File: src/rtl/bit_serializer_pkg.sv
// Shared types for the byte-to-bit serializer: FSM states, byte width and bit-order helper.
package bit_serializer_pkg;

    localparam int BYTE_W = 8;

    typedef enum logic {
        IDLE  = 1'b0,
        SHIFT = 1'b1
    } state_t;

    // Bit 'idx' of the transmit order, where idx 0 is the first bit on the wire.
    function automatic logic pick_bit(input logic [BYTE_W-1:0] b,
                                      input logic [2:0]        idx,
                                      input logic              msb_first);
        return msb_first ? b[3'd7 - idx] : b[idx];
    endfunction

endpackage

File: src/rtl/bit_serializer_byte_fifo.sv
// Byte FIFO, DEPTH a power of two; head is read combinationally, push/pop take effect on the edge.
// Push is ignored when full and pop is ignored when empty, so stored bytes are never overwritten.
module byte_fifo
    import bit_serializer_pkg::*;
#(
    parameter int DEPTH = 4
) (
    input  logic                     clk,
    input  logic                     rst,
    input  logic                     push,
    input  logic [BYTE_W-1:0]        push_data,
    input  logic                     pop,
    output logic [BYTE_W-1:0]        pop_data,
    output logic [$clog2(DEPTH):0]   count,
    output logic                     full,
    output logic                     empty
);

    localparam int PW = $clog2(DEPTH);
    localparam int CW = PW + 1;

    logic [BYTE_W-1:0] mem_q [DEPTH];
    logic [PW-1:0]     wr_ptr_q, wr_ptr_d;
    logic [PW-1:0]     rd_ptr_q, rd_ptr_d;
    logic [CW-1:0]     count_q, count_d;
    logic              push_ok, pop_ok;

    assign full     = (count_q == CW'(DEPTH));
    assign empty    = (count_q == '0);
    assign count    = count_q;
    assign pop_data = mem_q[rd_ptr_q];
    assign push_ok  = push && !full;
    assign pop_ok   = pop && !empty;

    // Pointers wrap naturally because DEPTH is a power of two.
    always_comb begin
        wr_ptr_d = wr_ptr_q;
        rd_ptr_d = rd_ptr_q;
        count_d  = count_q;
        if (push_ok) begin
            wr_ptr_d = wr_ptr_q + 1'b1;
        end
        if (pop_ok) begin
            rd_ptr_d = rd_ptr_q + 1'b1;
        end
        case ({push_ok, pop_ok})
            2'b10:   count_d = count_q + 1'b1;
            2'b01:   count_d = count_q - 1'b1;
            default: count_d = count_q;
        endcase
    end

    always_ff @(posedge clk or posedge rst) begin
        if (rst) begin
            wr_ptr_q <= '0;
            rd_ptr_q <= '0;
            count_q  <= '0;
        end else begin
            wr_ptr_q <= wr_ptr_d;
            rd_ptr_q <= rd_ptr_d;
            count_q  <= count_d;
        end
    end

    always_ff @(posedge clk) begin
        if (push_ok) begin
            mem_q[wr_ptr_q] <= push_data;
        end
    end

endmodule

File: src/rtl/bit_serializer.sv
// Queues bytes and shifts them out one registered bit per clock; first bit appears two edges after accept.
// in_ready is low only while the FIFO holds DEPTH bytes; back-to-back bytes are emitted with no gap.
module bit_serializer
    import bit_serializer_pkg::*;
#(
    parameter int   DEPTH     = 4,
    parameter logic MSB_FIRST = 1'b1,
    parameter logic IDLE_BIT  = 1'b0
) (
    input  logic              clk,
    input  logic              rst,
    input  logic [BYTE_W-1:0] in_data,
    input  logic              in_valid,
    output logic              in_ready,
    output logic              ser_bit,
    output logic              ser_valid,
    output logic              busy,
    output logic [7:0]        frame_cnt
);

    localparam int CW = $clog2(DEPTH) + 1;

    state_t            state_q, state_d;
    logic [2:0]        bit_idx_q, bit_idx_d;
    logic [BYTE_W-1:0] shreg_q, shreg_d;
    logic              ser_bit_q, ser_bit_d;
    logic              ser_valid_q, ser_valid_d;
    logic [7:0]        frame_cnt_q, frame_cnt_d;
    logic              load_next;

    logic              fifo_push, fifo_pop, fifo_full, fifo_empty;
    logic [BYTE_W-1:0] fifo_data;
    logic [CW-1:0]     fifo_count;

    assign in_ready  = !fifo_full;
    assign fifo_push = in_valid && in_ready;

    byte_fifo #(
        .DEPTH(DEPTH)
    ) u_fifo (
        .clk      (clk),
        .rst      (rst),
        .push     (fifo_push),
        .push_data(in_data),
        .pop      (fifo_pop),
        .pop_data (fifo_data),
        .count    (fifo_count),
        .full     (fifo_full),
        .empty    (fifo_empty)
    );

    // ser_bit_q/ser_valid_q always show bit bit_idx_q of shreg_q while in SHIFT.
    always_comb begin
        state_d     = state_q;
        bit_idx_d   = bit_idx_q;
        shreg_d     = shreg_q;
        frame_cnt_d = frame_cnt_q;
        ser_bit_d   = IDLE_BIT;
        ser_valid_d = 1'b0;
        fifo_pop    = 1'b0;
        load_next   = 1'b0;

        if (state_q == SHIFT) begin
            if (bit_idx_q == 3'd7) begin
                frame_cnt_d = frame_cnt_q + 8'd1;
                load_next   = !fifo_empty;
                if (fifo_empty) begin
                    state_d = IDLE;
                end
            end else begin
                bit_idx_d   = bit_idx_q + 3'd1;
                ser_bit_d   = pick_bit(shreg_q, bit_idx_d, MSB_FIRST);
                ser_valid_d = 1'b1;
            end
        end else begin
            load_next = !fifo_empty;
        end

        if (load_next) begin
            fifo_pop    = 1'b1;
            shreg_d     = fifo_data;
            bit_idx_d   = 3'd0;
            state_d     = SHIFT;
            ser_bit_d   = pick_bit(fifo_data, 3'd0, MSB_FIRST);
            ser_valid_d = 1'b1;
        end
    end

    always_ff @(posedge clk or posedge rst) begin
        if (rst) begin
            state_q     <= IDLE;
            bit_idx_q   <= 3'd0;
            shreg_q     <= '0;
            ser_bit_q   <= IDLE_BIT;
            ser_valid_q <= 1'b0;
            frame_cnt_q <= 8'd0;
        end else begin
            state_q     <= state_d;
            bit_idx_q   <= bit_idx_d;
            shreg_q     <= shreg_d;
            ser_bit_q   <= ser_bit_d;
            ser_valid_q <= ser_valid_d;
            frame_cnt_q <= frame_cnt_d;
        end
    end

    assign ser_bit   = ser_bit_q;
    assign ser_valid = ser_valid_q;
    assign frame_cnt = frame_cnt_q;
    assign busy      = (fifo_count != '0) || (state_q == SHIFT);

endmodule

File: config.mk
export PLATFORM = sky130hd
export DESIGN_NAME = bit_serializer
export DESIGN_NICKNAME = d
export VERILOG_FILES = /design/src/rtl/bit_serializer_pkg.sv /design/src/rtl/bit_serializer_byte_fifo.sv /design/src/rtl/bit_serializer.sv
export SDC_FILE = /design/constraint.sdc
export NUM_CORES = 1
export LEC_CHECK = 0
export CORE_MARGIN = 5
export CORE_UTILIZATION = 40
export CTS_BUF_LIST = sky130_fd_sc_hd__clkbuf_16
export CTS_CLUSTER_DIAMETER = 120
export DETAILED_ROUTE_END_ITERATION = 16
export GPL_TIMING_DRIVEN = 0
export PLACE_DENSITY = 0.68
export SYNTH_ARGS = -nofsm -noshare
export SYNTH_HDL_FRONTEND = slang
export SYNTH_SLANG_ARGS = --single-unit
File: constraint.sdc
create_clock -name clk -period 2.65 [get_ports clk]
set_clock_uncertainty 0.05 [all_clocks]
set_input_delay 0.53 -clock clk [delete_from_list [all_inputs] [get_ports clk]]
set_output_delay 0.53 -clock clk [all_outputs]
set_load 0.05 [all_outputs]
==> results.py <==
metrics = {
    "outcome": {
        "status": "finished clean",
    },
    "layout": {
        "drive_gt1_frac": 0.212,
        "diodes": 0,
        "syn_to_final_growth_pct": 23.4,
        "fin_nets": 208,
        "instances_no_fill": 270,
        "final.fill_count": 538,
        "final_util": 0.503,
    },
    "detailed_routing": {
        "first_pass_iters": 4,
        "viasPerCell": 4.94,
        "dr.first_iter.drc_count": 47,
        "wl_mm": 4.22,
        "wl_per_cell_um": 15.6,
        "drc": 0,
        "vias": 1334,
        "ant_nets": 0,
    },
    "power_and_ir_drop": {
        "vdd_drop_max_mv": 0.784,
        "power_leakage_uw": 0.00126,
        "pwr_density_cell_nw_per_um2": 1200,
    },
    "cts": {
        "clockRootBuffer": "clkbuf_16",
        "clk_pin_slew_ns": 0.05,
        "clock-sinks": 61,
        "clkLatencyLatePin_ns": 0.32,
        "cts_made_buffers": 9,
        "htreeDepth": 3,
        "cts_tree": "built",
        "clockBufferDepth": 2,
    },
    "worst_setup_path": {
        "cp_max_fo": 5,
        "slowest_stage": "clkdlybuf4s50_1",
        "endpoint": "busy",
        "worstSetupPathType": "flop to output port",
        "crit-reg2reg-launch": "bit_idx_q[0]",
        "end_kind": "output port",
        "worstReg2RegEnd": "u_fifo.count[2]",
        "arrival_ns": 1.96,
        "path_depth": 3,
        "critical_path.startpoint_type": "flop",
        "r2r_setup_slack_ns": 0.27,
        "crit_family": "buffers and inverters",
        "slowest_delay_ns": 0.72,
        "worstSetupStartpoint": "u_fifo.count[0]",
        "required_ns": 2.07,
        "rr_worst_depth": 10,
        "critPathBufInv": 1,
        "path_cells": "nor3_2 > nand2b_1 > clkdlybuf4s50_1",
    },
    "die": {
        "die_x_um": 90.0,
        "die_y_um": 90.0,
        "rows": 29,
        "start_util": 0.407,
        "core_sq_um": 6280,
        "die-area_sq_um": 8090,
        "io_pins": 23,
    },
    "synthesis": {
        "synth_common_cells": "32 x edfxtp_1, 29 x dfrtp_1, 9 x inv_1",
        "syn_area_per_cell_sq_um": 16.5,
        "muxShareOfSynthArea": 0.138,
        "synth_simple_gate_area_share": 0.0744,
        "async_flop_share": 0.475,
        "syn_inst": 155,
        "yosys.area.top_type_share": 0.376,
        "synth_top_flop_cell": "edfxtp_1",
        "yosys.area_share.adder": 0.0470,
        "synth_nets": 175,
        "ys_ff_latch": 61,
        "synth_edf_count": 32,
        "synth_cell_types": 31,
        "synth_most_common_cell": "edfxtp_1",
        "synth_top_family_by_area": "multiplexers",
        "yosys_warnings": 0,
        "synth_compound_area_frac": 0.0171,
        "synth_top_area_cell": "edfxtp_1",
        "ys_seq_area_frac": 0.659,
        "synth.area.top_cells": "edfxtp_1 38%, dfrtp_1 28%, mux4_2 4.4%, mux4_1 4.1%, ha_1 3.9%",
        "synth_xor_area_frac": 0.0445,
        "synthesis.area_sq_um": 2560,
    },
    "placement": {
        "dp_cells": 254,
        "io_buffer_count": 22,
        "gp_congestion": 0.792,
        "hpwlAfterDp_mm": 2.80,
    },
    "timing": {
        "finalHoldViolCount": 0,
        "worstMarginPinSlew_ns": 1.12,
        "rsz0062_at_grt": "no",
        "timing.fmax_mhz": 394,
        "min_period_ns": 2.54,
        "setup_viol": 0,
        "relSlewSlack": 0.255,
        "drv_slew": 0,
        "final.period_utilization": 0.958,
    },
    "global_routing": {
        "antenna_found_initial": 0,
        "grt_max_degree": 30,
        "grt_util_all_layers": 0.117,
        "grt_pass1_wl_mm": 7.35,
        "overflow": 0,
        "grt_pass1_vias": 1491,
    },
    "min_path": {
        "worst_hold_path_type": "flop to flop",
    },
    "job": {
        "maxCapViolCount": 0,
    },
}
==> layout by cell type (no fill, tap or decap), types with 4 or more instances in the layout <==
cell             count
mux4_1               4
nand3_1              4
ha_1                 7
dfrtp_1             28
and3_2               4
xnor2_1              5
inv_1               11
edfxtp_1            32
nand2_1              6
mux2_2               8
mux4_2               5
nor2_1               5
xor2_1               8
nand2b_1             4
clkdlybuf4s50_1     22
clkbuf_16            9
==> cell families (layout without fill, tap and decap cells) <==
family                   Yosys count  in the layout
AO/OA/AOI/OAI                      6              6
XOR/XNOR                          13             13
adder cells (fa/ha/maj)            9              9
buffers and inverters             11             49
flip-flops                        61             61
multiplexers                      21             21
AND/OR/NAND/NOR                   34             34
==> timing repair <==
action,in CTS,in global routing
endpoints found under the setup margin,1,2
resized for setup,0,4
pin swaps,0,1
setup buffers,0,0
hold buffers,0,0
==> sequential cells by signal, summed over array words and instances (netlist names) <==
register,flops
state_q,1
ser_bit,1
ser_valid,1
u_fifo.mem_q,32
frame_cnt,8
u_fifo.wr_ptr_q,2
bit_idx_q,3
u_fifo.rd_ptr_q,2
shreg_q,8
u_fifo.count,3
==> how the worst min path moves through the flow <==
stage | depth (start not counted) | startpoint | to | slack (ns)
after global placement | 1 | frame_cnt[7] | frame_cnt[7] | 0.41
after detailed placement | 1 | frame_cnt[7] | frame_cnt[7] | 0.41
after floorplan | 1 | u_fifo.count[2] | u_fifo.count[2] | 0.42
after global routing | 1 | frame_cnt[7] | frame_cnt[7] | 0.44
final | 1 | frame_cnt[7] | frame_cnt[7] | 0.41
after CTS | 1 | frame_cnt[7] | frame_cnt[7] | 0.42
==> power by group <==
group	total [uW]	switching, uW	internal (uW)	leakage [uW]
clock	1030	404	625	0.000130
combinational	1290	660	634	0.000488
sequential	1470	164	1310	0.000638
==> stage by stage <==
| step | hold slack (ns) | setup TNS (ns) | setup WS, ns | total power [uW] | area [sq um] |
|---|---|---|---|---|---|
| final | 0.411 | 0 | 0.112 | 3790 | 3160 |
| after global routing | 0.439 | 0 | 0.0437 | 4040 | 3160 |
| after CTS | 0.421 | -0.0262 | -0.0262 | 3840 | 3140 |
| after detailed placement | 0.414 | -0.00302 | -0.00302 | 2790 | 2870 |
| after global placement | 0.409 | 0 | 0.0326 | 2740 | 2870 |
| after floorplan | 0.419 | 0 | 0.338 | 2440 | 2560 |
==> routing by layer <==
| layer | wire, um | GRT usage | share of wire | vias up |
|---|---|---|---|---|
| met3 | 234 | 0.0518 | 0.055 | 6 |
| li1 | - | - | - | 640 |
| met2 | 2040 | 0.192 | 0.48 | 29 |
| met5 | 0 | 0 | 0 | - |
| met4 | 61 | 0.0447 | 0.014 | 0 |
| met1 | 1890 | 0.135 | 0.45 | 659 |
==> final cells by class <==
| type | instances | area (sq um) | area share |
|---|---|---|---|
| Buffer | 2 | 16.3 | 0.00515 |
| Clock buffer | 9 | 225 | 0.0713 |
| Clock inverter | 7 | 43.8 | 0.0139 |
| Inverter | 9 | 33.8 | 0.0107 |
| Multi-Input combinational cell | 83 | 833 | 0.264 |
| Sequential cell | 61 | 1690 | 0.535 |
| Tap cell | 77 | 96.3 | 0.0305 |
| Timing Repair Buffer | 22 | 220 | 0.0698 |
==> worst reg2reg max path, stage by stage (launching register included) <==
cell	delay [ns]
dfrtp_2	0.40
ha_1	0.16
ha_2	0.21
nor2b_1	0.12
nor2_4	0.27
ha_1	0.25
inv_1	0.06
fa_1	0.38
xor2_1	0.15
nor2_1	0.11
xor2_1	0.15
No activity file was read; power rests on OpenSTA's default activity.
